### config.mk
export PLATFORM = sky130hd
export DESIGN_NAME = mem_access_unit
export DESIGN_NICKNAME = d
export VERILOG_FILES = /design/src/rtl/mem_access_unit_pkg.sv /design/src/rtl/mem_access_unit_timeout_ctr.sv /design/src/rtl/mem_access_unit.sv
export SDC_FILE = /design/constraint.sdc
export NUM_CORES = 1
export LEC_CHECK = 0
export BUFFER_PORTS_ARGS = -buffer_cell sky130_fd_sc_hd__buf_2
export CORE_MARGIN = 2
export CORE_UTILIZATION = 55
export DETAILED_ROUTE_END_ITERATION = 8
export PLACE_DENSITY = 0.95
export SYNTH_ARGS = -nofsm -noshare
export SYNTH_HDL_FRONTEND = slang
export SYNTH_SLANG_ARGS = --single-unit
### constraint.sdc
create_clock -name clk_i -period 4.06 [get_ports clk_i]
set_input_delay 0.812 -clock clk_i [delete_from_list [all_inputs] [get_ports clk_i]]
set_output_delay 0.812 -clock clk_i [all_outputs]
set_load 0.05 [all_outputs]
### src/rtl/mem_access_unit_pkg.sv
// Shared definitions for the EX/MEM memory access unit: state encoding and default widths.
package mem_access_unit_pkg;

  localparam int DEF_PROC_DATA_WIDTH        = 16;
  localparam int DEF_PROC_REGFILE_LOG2_DEEP = 5;
  localparam int DEF_DMEM_ADDR_WIDTH        = 8;
  localparam int THREAD_ID_WIDTH            = 2;

  typedef enum logic [1:0] {
    ST_IDLE = 2'd0,
    ST_REQ  = 2'd1,
    ST_WAIT = 2'd2
  } state_e;

endpackage

### src/rtl/mem_access_unit_timeout_ctr.sv
// Saturating up-counter for the memory transaction watchdog; tc_o flags the last allowed cycle.
module mem_timeout_ctr #(
  parameter int TIMEOUT_CYCLES = 15
) (
  input  logic clk_i,
  input  logic rst_n_i,
  input  logic clr_i,
  input  logic en_i,
  output logic tc_o
);

  localparam int CNT_W = $clog2(TIMEOUT_CYCLES);
  localparam logic [CNT_W-1:0] TC_VAL = CNT_W'(TIMEOUT_CYCLES - 1);

  logic [CNT_W-1:0] cnt_q, cnt_d;

  assign tc_o = (cnt_q == TC_VAL);

  // Saturation keeps tc_o asserted if a load is granted on the terminal cycle,
  // so the following WAIT cycle is still treated as the last one.
  always_comb begin
    cnt_d = cnt_q;
    if (clr_i) begin
      cnt_d = '0;
    end else if (en_i && !tc_o) begin
      cnt_d = cnt_q + CNT_W'(1);
    end
  end

  always_ff @(posedge clk_i or negedge rst_n_i) begin
    if (!rst_n_i) begin
      cnt_q <= '0;
    end else begin
      cnt_q <= cnt_d;
    end
  end

endmodule

### src/rtl/mem_access_unit.sv
// EX/MEM consumer: runs loads/stores over a req/gnt/rvalid data-memory handshake,
// passes ALU results through, and produces the registered writeback bundle.
module mem_access_unit
  import mem_access_unit_pkg::*;
#(
  parameter int PROC_DATA_WIDTH        = DEF_PROC_DATA_WIDTH,
  parameter int PROC_REGFILE_LOG2_DEEP = DEF_PROC_REGFILE_LOG2_DEEP,
  parameter int DMEM_ADDR_WIDTH        = DEF_DMEM_ADDR_WIDTH,
  parameter int TIMEOUT_CYCLES         = 15
) (
  input  logic                              clk_i,
  input  logic                              rst_n_i,
  input  logic                              reg_write_en_i,
  input  logic                              mem_write_en_i,
  input  logic                              mem_read_en_i,
  input  logic                              mem_to_reg_i,
  input  logic [PROC_DATA_WIDTH-1:0]        alu_i,
  input  logic [PROC_DATA_WIDTH-1:0]        reg_data2_i,
  input  logic [PROC_REGFILE_LOG2_DEEP-1:0] reg_write_addr_i,
  input  logic [1:0]                        thread_id_i,
  output logic                              stall_o,
  output logic                              dmem_req_o,
  output logic                              dmem_we_o,
  output logic [DMEM_ADDR_WIDTH-1:0]        dmem_addr_o,
  output logic [PROC_DATA_WIDTH-1:0]        dmem_wdata_o,
  input  logic                              dmem_gnt_i,
  input  logic                              dmem_rvalid_i,
  input  logic [PROC_DATA_WIDTH-1:0]        dmem_rdata_i,
  output logic                              reg_write_en_o,
  output logic [PROC_REGFILE_LOG2_DEEP-1:0] reg_write_addr_o,
  output logic [PROC_DATA_WIDTH-1:0]        reg_write_data_o,
  output logic [1:0]                        thread_id_o,
  output logic                              err_o,
  output logic [1:0]                        err_thread_o
);

  state_e state_q, state_d;

  logic                              h_we_q, h_we_d;
  logic                              h_rwe_q, h_rwe_d;
  logic                              h_m2r_q, h_m2r_d;
  logic [PROC_DATA_WIDTH-1:0]        h_alu_q, h_alu_d;
  logic [PROC_DATA_WIDTH-1:0]        h_wdata_q, h_wdata_d;
  logic [PROC_REGFILE_LOG2_DEEP-1:0] h_waddr_q, h_waddr_d;
  logic [1:0]                        h_tid_q, h_tid_d;

  logic                              wb_en_q, wb_en_d;
  logic [PROC_REGFILE_LOG2_DEEP-1:0] wb_addr_q, wb_addr_d;
  logic [PROC_DATA_WIDTH-1:0]        wb_data_q, wb_data_d;
  logic [1:0]                        wb_tid_q, wb_tid_d;
  logic                              err_q, err_d;
  logic [1:0]                        err_tid_q, err_tid_d;

  logic tmo_tc;

  mem_timeout_ctr #(
    .TIMEOUT_CYCLES(TIMEOUT_CYCLES)
  ) u_timeout_ctr (
    .clk_i  (clk_i),
    .rst_n_i(rst_n_i),
    .clr_i  (state_q == ST_IDLE),
    .en_i   (state_q != ST_IDLE),
    .tc_o   (tmo_tc)
  );

  assign stall_o      = (state_q != ST_IDLE);
  assign dmem_req_o   = (state_q == ST_REQ);
  assign dmem_we_o    = h_we_q;
  assign dmem_addr_o  = h_alu_q[DMEM_ADDR_WIDTH-1:0];
  assign dmem_wdata_o = h_wdata_q;

  assign reg_write_en_o   = wb_en_q;
  assign reg_write_addr_o = wb_addr_q;
  assign reg_write_data_o = wb_data_q;
  assign thread_id_o      = wb_tid_q;
  assign err_o            = err_q;
  assign err_thread_o     = err_tid_q;

  always_comb begin
    state_d   = state_q;
    h_we_d    = h_we_q;
    h_rwe_d   = h_rwe_q;
    h_m2r_d   = h_m2r_q;
    h_alu_d   = h_alu_q;
    h_wdata_d = h_wdata_q;
    h_waddr_d = h_waddr_q;
    h_tid_d   = h_tid_q;
    wb_en_d   = 1'b0;
    wb_addr_d = wb_addr_q;
    wb_data_d = wb_data_q;
    wb_tid_d  = wb_tid_q;
    err_d     = err_q;
    err_tid_d = err_tid_q;

    unique case (state_q)
      ST_IDLE: begin
        if (mem_read_en_i || mem_write_en_i) begin
          // Read+write together is resolved as a store.
          h_we_d    = mem_write_en_i;
          h_rwe_d   = reg_write_en_i;
          h_m2r_d   = mem_to_reg_i;
          h_alu_d   = alu_i;
          h_wdata_d = reg_data2_i;
          h_waddr_d = reg_write_addr_i;
          h_tid_d   = thread_id_i;
          state_d   = ST_REQ;
        end else begin
          wb_en_d   = reg_write_en_i;
          wb_addr_d = reg_write_addr_i;
          wb_data_d = alu_i;
          wb_tid_d  = thread_id_i;
        end
      end
      ST_REQ: begin
        if (dmem_gnt_i) begin
          if (h_we_q) begin
            state_d   = ST_IDLE;
            wb_en_d   = h_rwe_q;
            wb_addr_d = h_waddr_q;
            wb_data_d = h_alu_q;
            wb_tid_d  = h_tid_q;
          end else begin
            state_d = ST_WAIT;
          end
        end else if (tmo_tc) begin
          state_d   = ST_IDLE;
          err_d     = 1'b1;
          err_tid_d = h_tid_q;
        end
      end
      ST_WAIT: begin
        if (dmem_rvalid_i) begin
          state_d   = ST_IDLE;
          wb_en_d   = h_rwe_q;
          wb_addr_d = h_waddr_q;
          wb_data_d = h_m2r_q ? dmem_rdata_i : h_alu_q;
          wb_tid_d  = h_tid_q;
        end else if (tmo_tc) begin
          state_d   = ST_IDLE;
          err_d     = 1'b1;
          err_tid_d = h_tid_q;
        end
      end
      default: state_d = ST_IDLE;
    endcase
  end

  always_ff @(posedge clk_i or negedge rst_n_i) begin
    if (!rst_n_i) begin
      state_q   <= ST_IDLE;
      h_we_q    <= 1'b0;
      h_rwe_q   <= 1'b0;
      h_m2r_q   <= 1'b0;
      h_alu_q   <= '0;
      h_wdata_q <= '0;
      h_waddr_q <= '0;
      h_tid_q   <= '0;
      wb_en_q   <= 1'b0;
      wb_addr_q <= '0;
      wb_data_q <= '0;
      wb_tid_q  <= '0;
      err_q     <= 1'b0;
      err_tid_q <= '0;
    end else begin
      state_q   <= state_d;
      h_we_q    <= h_we_d;
      h_rwe_q   <= h_rwe_d;
      h_m2r_q   <= h_m2r_d;
      h_alu_q   <= h_alu_d;
      h_wdata_q <= h_wdata_d;
      h_waddr_q <= h_waddr_d;
      h_tid_q   <= h_tid_d;
      wb_en_q   <= wb_en_d;
      wb_addr_q <= wb_addr_d;
      wb_data_q <= wb_data_d;
      wb_tid_q  <= wb_tid_d;
      err_q     <= err_d;
      err_tid_q <= err_tid_d;
    end
  end

endmodule
==> results.rst <==
.. list-table::
   :header-rows: 1

   * - Metric
     - Value
   * - F_max
     - 345 MHz
   * - Post-detailed-routing wire length
     - 7850 um
   * - Total setup violations reported at the end of the flow
     - 0
   * - Starting DRT DRC Count
     - 146
   * - Arr. time, crit path
     - 2090 ps
   * - Number of iterations in the first detailed-routing pass
     - 4
   * - Antenna violations before repair
     - 0
   * - Vias in the first global route
     - 2747
   * - Placeable core area
     - 0.00635 sq mm
   * - Run status
     - complete, no violations
   * - TritonCTS buffer count
     - 9
   * - Layout overhead on the synthesized area
     - 21.2%
   * - Syn Std Cell Area
     - 0.00361 sq mm
   * - Post-route clock skew
     - 9.21 ps
   * - Share of the cycle needed by the critical path after routing
     - 71.4%
   * - Number of resized instances in the post-cts repair step
     - 0
   * - Avg Vias per Cell
     - 5.60
   * - Cells after Synth
     - 303
   * - Number of post-CTS setup repair buffers
     - 0
   * - Largest cells by area after synthesis
     - dfrtp_1 52%, mux2_2 17%, mux2i_1 5.0%, o221ai_1 3.9%, nand3_1 2.6%
   * - Number of levels in the clock H-tree
     - 3
   * - Global placer's final weighted congestion
     - 0.798
   * - Maximum count of clock buffers along a single path
     - 2
   * - # rows
     - 29
   * - RSZ-0062 raised after global routing
     - no
   * - Top delay family on crit path
     - adder cells
   * - Buffers added on ports
     - 116
   * - Worst Setup Start Kind
     - flop
   * - Number of nets in the final layout
     - 475
   * - Routed length per instance
     - 16.1 um
   * - Post-synthesis net count
     - 372
   * - Post-placement worst setup slack
     - 1350 ps
   * - Number of maximum-capacitance constraint violations
     - 0
   * - TNS Setup
     - 0 ps
   * - Setup slack after layout
     - 1160 ps
   * - Die X
     - 85.0 um
   * - CP Max Fanout
     - 23
   * - Synth Register Bits
     - 75
   * - Global-route wire length before repair
     - 12600 um
   * - WP data required
     - 3250 ps
   * - CTS clock-pin slew for the worst setup and hold paths
     - 80 ps
   * - Area of the die
     - 0.00723 sq mm
   * - Final number of max-transition violations
     - 0
   * - Crit path largest cell delay
     - 810 ps
   * - Worst-skew pair later-pin latency
     - 350 ps
   * - CP bufs+invs
     - 2
   * - Pin slew with the least headroom to its limit
     - 974 ps
   * - List of cells traversed by the critical path
     - inv_1 -> ha_1 -> buf_2
   * - Number of antenna diodes
     - 0
   * - Placed Cells
     - 472
   * - IO Pins
     - 117
   * - Detailed Place HPWL
     - 5600 um
   * - Number of warnings reported in the yosys synthesis log
     - 0
   * - Via count
     - 2735
   * - Sequential element share of the synthesized area
     - 52.0%
   * - TritonCTS sink count
     - 75
   * - Dominant cell type by area after synthesis
     - dfrtp_1
   * - Yosys cell types
     - 32
   * - Layout cell share with drive strength beyond 1
     - 46.7%
   * - Cell at the root of the clock tree
     - clkbuf_8
   * - Hold buffer count at CTS
     - 0
   * - Cell area after placement
     - 0.00415 sq mm
   * - Final Non-Filler Cells
     - 488
   * - Chip height
     - 85.0 um
   * - Clock tree from TritonCTS
     - built
   * - Max stage delay cell, worst path
     - ha_1
   * - DRC Markers
     - 0
   * - Worst setup path category
     - reg2out
   * - Crit. End Element
     - output pin
   * - Avg Cell Area, Syn
     - 11.9 sq um
   * - Time the worst path needs with I/O delays and setup
     - 2900 ps
   * - Largest net degree at the start of global routing
     - 76
   * - Final ANT Viol Nets
     - 0
   * - Final number of hold-violating endpoints
     - 0
   * - Worst hold path class
     - reg2reg
   * - Final standard cell area without fillers
     - 0.00438 sq mm
   * - GRT Total Usage
     - 22.0%
   * - Rel. slew slack
     - 35.0%
   * - Top cell type's share of synthesized area
     - 52.0%
   * - Total grt overflow
     - 0
   * - Starting utilization of the core area
     - 56.9%
synth_stat cells (all sizes together):
| cell type | instances |
|---|---|
| nor2b | 3 |
| nand2b | 1 |
| buf | 16 |
| or3 | 1 |
| a22oi | 2 |
| ha | 6 |
| o21ai | 19 |
| a2111oi | 1 |
| a211oi | 1 |
| and3 | 1 |
| o221ai | 16 |
| nand2 | 21 |
| a31oi | 1 |
| nor4bb | 1 |
| mux2i | 18 |
| a21oi | 2 |
| a32o | 1 |
| dfrtp | 75 |
| xnor2 | 2 |
| o21a | 1 |
| o31ai | 1 |
| mux2 | 57 |
| nand3 | 19 |
| nor2 | 3 |
| nor3 | 1 |
| nor3b | 2 |
| inv | 20 |
| clkbuf | 11 |
cells in the final DEF, fill, tap and decap left out, drive strengths merged, types with 2 or more instances in the layout:
cell	count
bufinv	2
nand3	19
mux2i	18
clkinvlp	2
ha	6
o221ai	16
clkbuf	9
inv	22
buf	119
xnor2	2
dfrtp	75
nor2	3
nor3b	2
a22oi	2
o21ai	19
mux2	57
nor2b	3
nand2	21
a21oi	2
sequential cells by signal (all words and copies together) (netlist names), 2 cells and up:
name / count
dmem_wdata_o: 16
h_waddr_q: 5
thread_id_o: 2
h_tid_q: 2
err_thread_o: 2
reg_write_data_o: 16
reg_write_addr_o: 5
h_alu_q: 16
state_q: 2
u_timeout_ctr.cnt_q: 4
through the flow:
stage | util, % | hold slack, ps
after floorplan | - | 471
after global placement | 65.4 | 447
after detailed placement | 65.4 | 467
after CTS | 68.9 | 487
after global routing | 68.9 | 509
final | 68.9 | 479
path summary, 6_finish.rpt:
| check | startpoint | endpoint | slack (ps) | depth (start not counted) |
|---|---|---|---|---|
| max reg2reg | state_q[0]$_DFFE_PN0P_ | reg_write_addr_o[1]$_DFFE_PN0P_ | 1510 | 6 |
| min | err_o$_DFFE_PN0P_ | err_o$_DFFE_PN0P_ | 480 | 1 |
| min reg2reg | err_o$_DFFE_PN0P_ | err_o$_DFFE_PN0P_ | 480 | 1 |
| min in group asynchronous | rst_n_i | h_alu_q[4]$_DFFE_PN0P_ | 580 | 1 |
| max | state_q[1]$_DFFE_PN0P_ | dmem_req_o | 1160 | 3 |
| max in group asynchronous | rst_n_i | dmem_wdata_o[1]$_DFFE_PN0P_ | 2850 | 1 |
cell families after synthesis:
| kind of cell | Yosys count | synth area share [%] |
|---|---|---|
| multiplexers | 75 | 22.8 |
| flip-flops | 75 | 52.0 |
| AND/OR/NAND/NOR | 53 | 7.00 |
| buffers and inverters | 47 | 6.65 |
| AO/OA/AOI/OAI | 45 | 9.04 |
| adder cells (fa/ha/maj) | 6 | 2.08 |
| XOR/XNOR | 2 | 0.485 |
routing by layer:
metal | global-route usage (%) | vias to the layer above | part of all wire (%)
met5 | 0 | - | 0
met4 | 11.4 | 0 | 2.8
met3 | 4.38 | 21 | 6.2
met2 | 35.9 | 101 | 50
met1 | 27.8 | 1336 | 41
li1 | - | 1277 | -
area by class of cell:
cell class,count,area [sq um]
fill,477,1970
sequential,75,1880
multi-input combinational,181,1500
timing repair buffer,119,606
clock buffer,9,124
clock inverter,7,100
tap,77,96.3
inverter,20,75.1
Power is left out: the tool's default activity adds up to more than one toggle a clock period on the data nets, which glitch-free logic cannot reach.
